$ cat config.mk
export PLATFORM = sky130hd
export DESIGN_NAME = mem_arbiter_flat
export DESIGN_NICKNAME = d
export VERILOG_FILES = /design/src/rtl/mem_arbiter_if.sv /design/src/rtl/mem_arbiter.sv /design/src/flat_wrapper.sv
export SDC_FILE = /design/constraint.sdc
export NUM_CORES = 1
export LEC_CHECK = 0
export ABC_CLOCK_PERIOD_IN_PS = 1700
export CORE_UTILIZATION = 39
export DETAILED_ROUTE_END_ITERATION = 8
export HOLD_SLACK_MARGIN = 0.05
export PLACE_DENSITY = 0.74
export RECOVER_POWER = 100
export SLEW_MARGIN = 15
export SYNTH_ARGS = -nofsm -noshare
export SYNTH_HDL_FRONTEND = slang
export SYNTH_SLANG_ARGS = --single-unit
$ cat constraint.sdc
create_clock -name CLK -period 1.7 [get_ports CLK]
set_clock_uncertainty 0.05 [all_clocks]
set_input_delay 0.34 -clock CLK [delete_from_list [all_inputs] [get_ports CLK]]
set_output_delay 0.34 -clock CLK [all_outputs]
set_load 0.1 [all_outputs]
$ cat src/rtl/mem_arbiter_if.sv
// Handshake and memory-side bus between the sample requesters, the arbiter and
// the 64 x 15-bit sample memory.
interface mem_arbiter_if #(
    parameter int AW = 6,
    parameter int DW = 15
);
    logic          W_REQ;
    logic [AW-1:0] W_ADD;
    logic [DW-1:0] W_DATA;
    logic          W_ACK;
    logic          R_REQ;
    logic [AW-1:0] R_ADD;
    logic          R_ACK;
    logic          R_VALID;
    logic [DW-1:0] R_DATA;
    logic          BUSY;
    logic [AW-1:0] MEM_ADD;
    logic [DW-1:0] MEM_DIN;
    logic          MEM_RW;
    logic          MEM_CS;
    logic [DW-1:0] MEM_DOUT;

    // master: requesters plus memory; slave: the arbiter
    modport master (
        output W_REQ, W_ADD, W_DATA, R_REQ, R_ADD, MEM_DOUT,
        input  W_ACK, R_ACK, R_VALID, R_DATA, BUSY, MEM_ADD, MEM_DIN, MEM_RW, MEM_CS
    );
    modport slave (
        input  W_REQ, W_ADD, W_DATA, R_REQ, R_ADD, MEM_DOUT,
        output W_ACK, R_ACK, R_VALID, R_DATA, BUSY, MEM_ADD, MEM_DIN, MEM_RW, MEM_CS
    );
endinterface

$ cat src/rtl/mem_arbiter.sv
// Round-robin writer/reader arbiter and command sequencer for the sensor sample memory.
// All outputs are registered; read data returns RD_LAT+2 cycles after the grant.
//
//   state | meaning
//   IDLE  | sample W_REQ/R_REQ, grant one (round-robin on a tie)
//   WR    | write command on the memory bus, W_ACK high
//   RD    | read command on the memory bus, R_ACK high
//   RWAIT | memory latency; down-counter reaches zero on the data-capture cycle
module mem_arbiter #(
    parameter int AW     = 6,
    parameter int DW     = 15,
    parameter int RD_LAT = 1
) (
    input  logic          CLK,
    input  logic          RST,
    mem_arbiter_if.slave  bus
);
    localparam int CW = 2;

    typedef enum logic [1:0] {IDLE, WR, RD, RWAIT} state_t;

    state_t        state_q, state_d;
    logic          last_rd_q, last_rd_d;
    logic [CW-1:0] cnt_q, cnt_d;
    logic          grant_w, grant_r;

    logic          w_ack_q, w_ack_d;
    logic          r_ack_q, r_ack_d;
    logic          r_valid_q, r_valid_d;
    logic [DW-1:0] r_data_q, r_data_d;
    logic          busy_q, busy_d;
    logic [AW-1:0] mem_add_q, mem_add_d;
    logic [DW-1:0] mem_din_q, mem_din_d;
    logic          mem_rw_q, mem_rw_d;
    logic          mem_cs_q, mem_cs_d;

    always_ff @(posedge CLK) begin
        if (RST) begin
            state_q   <= IDLE;
            last_rd_q <= 1'b1;
            cnt_q     <= '0;
            w_ack_q   <= 1'b0;
            r_ack_q   <= 1'b0;
            r_valid_q <= 1'b0;
            r_data_q  <= '0;
            busy_q    <= 1'b0;
            mem_add_q <= '0;
            mem_din_q <= '0;
            mem_rw_q  <= 1'b0;
            mem_cs_q  <= 1'b0;
        end else begin
            state_q   <= state_d;
            last_rd_q <= last_rd_d;
            cnt_q     <= cnt_d;
            w_ack_q   <= w_ack_d;
            r_ack_q   <= r_ack_d;
            r_valid_q <= r_valid_d;
            r_data_q  <= r_data_d;
            busy_q    <= busy_d;
            mem_add_q <= mem_add_d;
            mem_din_q <= mem_din_d;
            mem_rw_q  <= mem_rw_d;
            mem_cs_q  <= mem_cs_d;
        end
    end

    always_comb begin
        state_d   = state_q;
        last_rd_d = last_rd_q;
        cnt_d     = cnt_q;
        grant_w   = 1'b0;
        grant_r   = 1'b0;
        case (state_q)
            IDLE: begin
                // on a tie the writer wins only if the reader had the last grant
                if (bus.W_REQ && (!bus.R_REQ || last_rd_q)) begin
                    grant_w = 1'b1;
                end else if (bus.R_REQ) begin
                    grant_r = 1'b1;
                end
                if (grant_w) begin
                    state_d   = WR;
                    last_rd_d = 1'b0;
                end else if (grant_r) begin
                    state_d   = RD;
                    last_rd_d = 1'b1;
                end
            end
            WR:    state_d = IDLE;
            RD: begin
                state_d = RWAIT;
                cnt_d   = CW'(RD_LAT - 1);
            end
            RWAIT: begin
                if (cnt_q == '0) begin
                    state_d = IDLE;
                end else begin
                    cnt_d = cnt_q - CW'(1);
                end
            end
            default: state_d = IDLE;
        endcase
    end

    always_comb begin
        w_ack_d   = grant_w;
        r_ack_d   = grant_r;
        mem_cs_d  = grant_w || grant_r;
        mem_rw_d  = grant_r;
        mem_add_d = mem_add_q;
        mem_din_d = mem_din_q;
        r_data_d  = r_data_q;
        r_valid_d = 1'b0;
        busy_d    = (state_d != IDLE);
        if (grant_w) begin
            mem_add_d = bus.W_ADD;
            mem_din_d = bus.W_DATA;
        end
        if (grant_r) begin
            mem_add_d = bus.R_ADD;
        end
        if (state_q == RWAIT && cnt_q == '0) begin
            r_valid_d = 1'b1;
            r_data_d  = bus.MEM_DOUT;
        end
    end

    assign bus.W_ACK   = w_ack_q;
    assign bus.R_ACK   = r_ack_q;
    assign bus.R_VALID = r_valid_q;
    assign bus.R_DATA  = r_data_q;
    assign bus.BUSY    = busy_q;
    assign bus.MEM_ADD = mem_add_q;
    assign bus.MEM_DIN = mem_din_q;
    assign bus.MEM_RW  = mem_rw_q;
    assign bus.MEM_CS  = mem_cs_q;
endmodule

$ cat src/flat_wrapper.sv
// flat-port wrapper written by rule: the top's interface ports become plain ports
module mem_arbiter_flat 
#(
    parameter int AW     = 6,
    parameter int DW     = 15,
    parameter int RD_LAT = 1
)
  (CLK, RST, bus_W_REQ, bus_W_ADD, bus_W_DATA, bus_R_REQ, bus_R_ADD, bus_MEM_DOUT, bus_W_ACK, bus_R_ACK, bus_R_VALID, bus_R_DATA, bus_BUSY, bus_MEM_ADD, bus_MEM_DIN, bus_MEM_RW, bus_MEM_CS);
  mem_arbiter_if #(.AW(AW), .DW(DW)) bus_i ();
  input  logic CLK;
  input  logic RST;
  input wire logic [$bits(bus_i.W_REQ)-1:0] bus_W_REQ;
  input wire logic [$bits(bus_i.W_ADD)-1:0] bus_W_ADD;
  input wire logic [$bits(bus_i.W_DATA)-1:0] bus_W_DATA;
  input wire logic [$bits(bus_i.R_REQ)-1:0] bus_R_REQ;
  input wire logic [$bits(bus_i.R_ADD)-1:0] bus_R_ADD;
  input wire logic [$bits(bus_i.MEM_DOUT)-1:0] bus_MEM_DOUT;
  output wire logic [$bits(bus_i.W_ACK)-1:0] bus_W_ACK;
  output wire logic [$bits(bus_i.R_ACK)-1:0] bus_R_ACK;
  output wire logic [$bits(bus_i.R_VALID)-1:0] bus_R_VALID;
  output wire logic [$bits(bus_i.R_DATA)-1:0] bus_R_DATA;
  output wire logic [$bits(bus_i.BUSY)-1:0] bus_BUSY;
  output wire logic [$bits(bus_i.MEM_ADD)-1:0] bus_MEM_ADD;
  output wire logic [$bits(bus_i.MEM_DIN)-1:0] bus_MEM_DIN;
  output wire logic [$bits(bus_i.MEM_RW)-1:0] bus_MEM_RW;
  output wire logic [$bits(bus_i.MEM_CS)-1:0] bus_MEM_CS;
  assign bus_i.W_REQ = bus_W_REQ;
  assign bus_i.W_ADD = bus_W_ADD;
  assign bus_i.W_DATA = bus_W_DATA;
  assign bus_i.R_REQ = bus_R_REQ;
  assign bus_i.R_ADD = bus_R_ADD;
  assign bus_i.MEM_DOUT = bus_MEM_DOUT;
  assign bus_W_ACK = bus_i.W_ACK;
  assign bus_R_ACK = bus_i.R_ACK;
  assign bus_R_VALID = bus_i.R_VALID;
  assign bus_R_DATA = bus_i.R_DATA;
  assign bus_BUSY = bus_i.BUSY;
  assign bus_MEM_ADD = bus_i.MEM_ADD;
  assign bus_MEM_DIN = bus_i.MEM_DIN;
  assign bus_MEM_RW = bus_i.MEM_RW;
  assign bus_MEM_CS = bus_i.MEM_CS;
  mem_arbiter #(.AW(AW), .DW(DW), .RD_LAT(RD_LAT)) u_core (.CLK(CLK), .RST(RST), .bus(bus_i));
endmodule
Word-level counts from Yosys, hierarchy flattened
Index checks and enable logic that the tools add are counted.
Word-level totals
  register bits after elaboration: 46
  latch bits: 0
  memory bits (writable): 0
  ROM bits: 0
  logic and storage cells: 47
  memories kept: 0
Cells by class
  $add $sub $neg: 1
  multipliers: 0
  divide/modulo/power cells: 0
  $lt $le $gt $ge: 0
  eq/ne operators: 4
  shift operators: 0
  muxes and demuxes: 18
  bitwise logic cells: 0
  reduce and logical (&&, ||, !) cells: 13
Operators by type and width (count)
  2-to-1 mux 6 bit: 2
  2-to-1 mux 1 bit: 10
  2-to-1 mux 2 bit: 4
  one-hot mux 2 bit (4 select lines): 1
  nonzero test 2 bit: 4
  equality test 2 bit (second input constant): 2
  zero test 2 bit: 2
  one-hot mux 2 bit (2 select lines): 1
  AND reduction 2 bit: 2
  equality test 2 x 1 -> 1 bit (second input constant): 1
  logical AND 1 bit: 2
  logical OR 1 bit: 2
  inequality test 2 bit (second input constant): 1
  subtractor 2 x 1 -> 2 bit (second input constant): 1
  zero test 1 bit: 1

Logic depth before layout (Yosys ltp)
  word-level depth: 9
  gate-level depth with buffers: 7
  gate-level depth less buffers: 5

Worst setup path after synthesis
No wires, ideal clock.
  path kind: flip-flop to output port
  start point: register u_core.r_ack_q, in the netlist u_core.bus.R_ACK
  end point: output bus_R_ACK
  data arrival time: 1.356 ns
  required time: 1.310 ns
  path slack: -0.046 ns
  stages on the path, launching flop included: 2
  cell sequence: dfxtp_1 > buf_4
RTL lines
  start: declaration: line mem_arbiter.sv:28  | logic r_ack_q, r_ack_d;
  start signal: assignment: line mem_arbiter.sv:56  | r_ack_q <= r_ack_d;
  end: declaration: line flat_wrapper.sv:19  | output wire logic [$bits(bus_i.R_ACK)-1:0] bus_R_ACK;
No word-level cell between the ends.

Worst setup path after layout
  start point: input bus_W_REQ
  end point: register u_core.mem_din_q[12], in the netlist u_core.bus.MEM_DIN[12]
On the way
  cells in the longest elaborated chain, start to end: 4
RTL lines
  start: declaration: line flat_wrapper.sv:12  | input wire logic [$bits(bus_i.W_REQ)-1:0] bus_W_REQ;
  logical AND 1 bit: line mem_arbiter.sv:76  | if (bus.W_REQ && (!bus.R_REQ || last_rd_q)) begin
  2-to-1 mux 1 bit: line mem_arbiter.sv:76
  2-to-1 mux 1 bit (2 in series): line mem_arbiter.sv:73  | case (state_q)
  end signal: assignment: line mem_arbiter.sv:61  | mem_din_q <= mem_din_d;
  end: declaration: line mem_arbiter.sv:33  | logic [DW-1:0] mem_din_q, mem_din_d;
Every way passes these cells. The select of a mux whose other input is x is not followed.
A chain may end at the register's enable or synchronous reset.

==> results.json <==
{
  "r2r_slack_ns": 0.17,
  "synth-edff-count": 0,
  "fp.dieH_um": 71.5,
  "report.final.slew_viol_count": 0,
  "synthTopCellsByCount": "dfxtp_1 (46), nand2_1 (34), nand2b_1 (31)",
  "fin_crit_sh_pct": 96.1,
  "synth_cell_types": 28,
  "synthFlopType": "dfxtp_1",
  "drive_above_1_share_pct": 21.7,
  "yosysSeqAreaShare_pct": 48.8,
  "yosysMostFrequentCell": "dfxtp_1",
  "post_cts_buffers": 0,
  "power_frac_comb_pct": 33.6,
  "ctsRootBufferMaster": "clkbuf_8",
  "ctsHoldBuffers": 0,
  "p_int_uw": 1830,
  "initial_utilization_pct": 41.9,
  "avgSynthCellArea_um2": 9.02,
  "synth_nets": 256,
  "area_delta_synth_final_pct": 43.3,
  "first_global_vias": 1694,
  "p_sw_uw": 1120,
  "core_um2": 4500,
  "antenna_cells": 0,
  "antenna_found_initial": 0,
  "cellPowerDensity_nw_per_um2": 1090,
  "drcViolationCount": 0,
  "numCtsBuffers": 5,
  "cts_tree": "done",
  "clock.fmax_mhz": 612,
  "clkSinkCount": 46,
  "die_width_um": 71.5,
  "switching_share_pct": 38.0,
  "design_area_um2": 2700,
  "synth_top_area_share_pct": 48.8,
  "grt_pass1_wl_um": 7840,
  "port_buffers": 87,
  "r2r_start": "u_core.cnt_q[0]",
  "placed_cell_area_um2": 3220,
  "required_ns": 1.86,
  "syn_area_um2": 1890,
  "viasPerCell": 5.03,
  "ir_drop_mv": 0.515,
  "hp-start": "RST",
  "rsz0062_at_grt": "no",
  "leakagePower_uw": 0.00110,
  "gp_congestion": 0.809,
  "arrival_ns": 1.80,
  "grt_usage_pct": 19.8,
  "tns_ns": 0,
  "fillers": 395,
  "placedCellCount": 339,
  "routed_wl_um": 4920,
  "stdcell_count": 347,
  "post-route-min-period_ns": 1.63,
  "p_seq_share_pct": 40.6,
  "ys_top_cells_by_area": "dfxtp_1 (49%), nand2b_1 (10%), mux2i_1 (8.0%), nand2_1 (6.8%), a21oi_1 (6.6%)",
  "setup_violations": 0,
  "pwr-share-clk_pct": 25.8,
  "synthArstFlopShare_pct": 0,
  "first_pass_iters": 4,
  "wl_per_cell_um": 14.2,
  "place_hpwl_um": 3480,
  "dr.first_iter.drc_count": 86,
  "cp-start-kind": "input port",
  "clk_path_buf_depth": 2,
  "die_area_um2": 5120,
  "cp-startpoint": "bus_W_REQ",
  "worst_pin_slew_ns": 0.568,
  "synth_area_leader_cell": "dfxtp_1",
  "hold_path.class": "input port to register",
  "drtAntennaViolNets": 0,
  "clkTransAtPathRegs_ns": 0.08,
  "vias": 1747,
  "path_class": "input port to register",
  "hold_viol_final": 0,
  "final_nets": 341,
  "htreeDepth": 2,
  "num_io_pins": 88,
  "clkLatencyLatePin_ns": 0.29,
  "slew_headroom_pct": 62.3,
  "endpoint_kind": "register",
  "cap_violations": 0,
  "power_uw": 2960,
  "rows": 24,
  "status": "complete, no violations",
  "overflow": 0,
  "grt_max_degree": 47,
  "ys_warn_count": 0,
  "netlist_instances": 209,
  "cts_resized": 0,
  "cp_max_fo": 15,
  "ys_ff_latch": 46
}
state kept, by name, summed over array words and instances, names as in the netlist, 2 cells and up:
name / cells
u_core.state_q: 2
u_core.bus.R_DATA: 15
u_core.bus.MEM_ADD: 6
u_core.bus.MEM_DIN: 15
u_core.cnt_q: 2
layer usage:
metal | global-route usage, % | part of all wire [%]
met2 | 33.4 | 48
met4 | 10.9 | 1.8
met5 | 0 | 0
met3 | 2.81 | 5.5
met1 | 24.4 | 44
final timing paths:
check / end / depth (start not counted)
worst max-delay path: u_core.bus.MEM_DIN[12] / 5
worst min register to register: u_core.bus.R_DATA[1] / 2
worst min-delay path: u_core.state_q[0] / 2
worst max register to register: u_core.bus.R_DATA[0] / 5
logic make-up after synthesis:
| family | count (synthesis) | share of synthesized area [%] |
|---|---|---|
| buf+inv | 19 | 5.71 |
| compound gates | 35 | 10.8 |
| flops | 46 | 48.8 |
| mux | 15 | 7.96 |
| simple gates | 93 | 26.0 |
| fa+ha+maj | 1 | 0.663 |
layout make-up:
type | count | area, um2 | share of cell area [%]
Timing Repair Buffer | 95 | 738 | 27.3
Multi-Input combinational cell | 144 | 860 | 31.8
Inverter | 2 | 7.51 | 0.278
Sequential cell | 46 | 922 | 34.1
Clock buffer | 8 | 110 | 4.07
Tap cell | 52 | 65.1 | 2.41
power groups by stage:
stage | clock [uW] | sequential (uW) | combinational, uW
after CTS | 779 | 1240 | 1220
after global routing | 826 | 1210 | 1030
final | 762 | 1200 | 994
after global placement | 0 | 1260 | 1200
after floorplan | 0 | 1730 | 254
after detailed placement | 0 | 1270 | 1210
per-stage QoR:
step | setup slack (ns) | hold WS, ns | util [%]
floorplan | 0.139 | 0.382 | -
global placement | -0.217 | 0.392 | 71.6
detailed placement | -0.299 | 0.408 | 71.6
CTS | 0.0139 | 0.356 | 74.0
global route | 0.00202 | 0.374 | 60.0
finish | 0.0658 | 0.365 | 60.0
layout by cell type, fill, tap and decap left out, drive strengths merged:
cell type	synthesis	layout
clkdlybuf4s50	0	44
and3	1	1
inv	2	2
nand2b	31	31
nor3	7	7
nand3	1	1
clkbuf	11	51
o21a	1	1
a21o	1	1
nand2	34	34
or3	2	2
dfxtp	46	46
mux2i	15	15
a211o	1	1
buf	6	8
nor2b	1	1
nor2	7	7
nor4	6	6
ha	1	1
a21oi	25	25
or3b	2	2
or2	1	1
a21bo	1	1
a211oi	6	6
critical path: stages:
cell,delay [ns]
clkdlybuf4s50_1,0.48
or3b_4,0.43
nor2_8,0.13
buf_12,0.17
mux2i_1,0.24
Power figures use the tool's default switching activity.
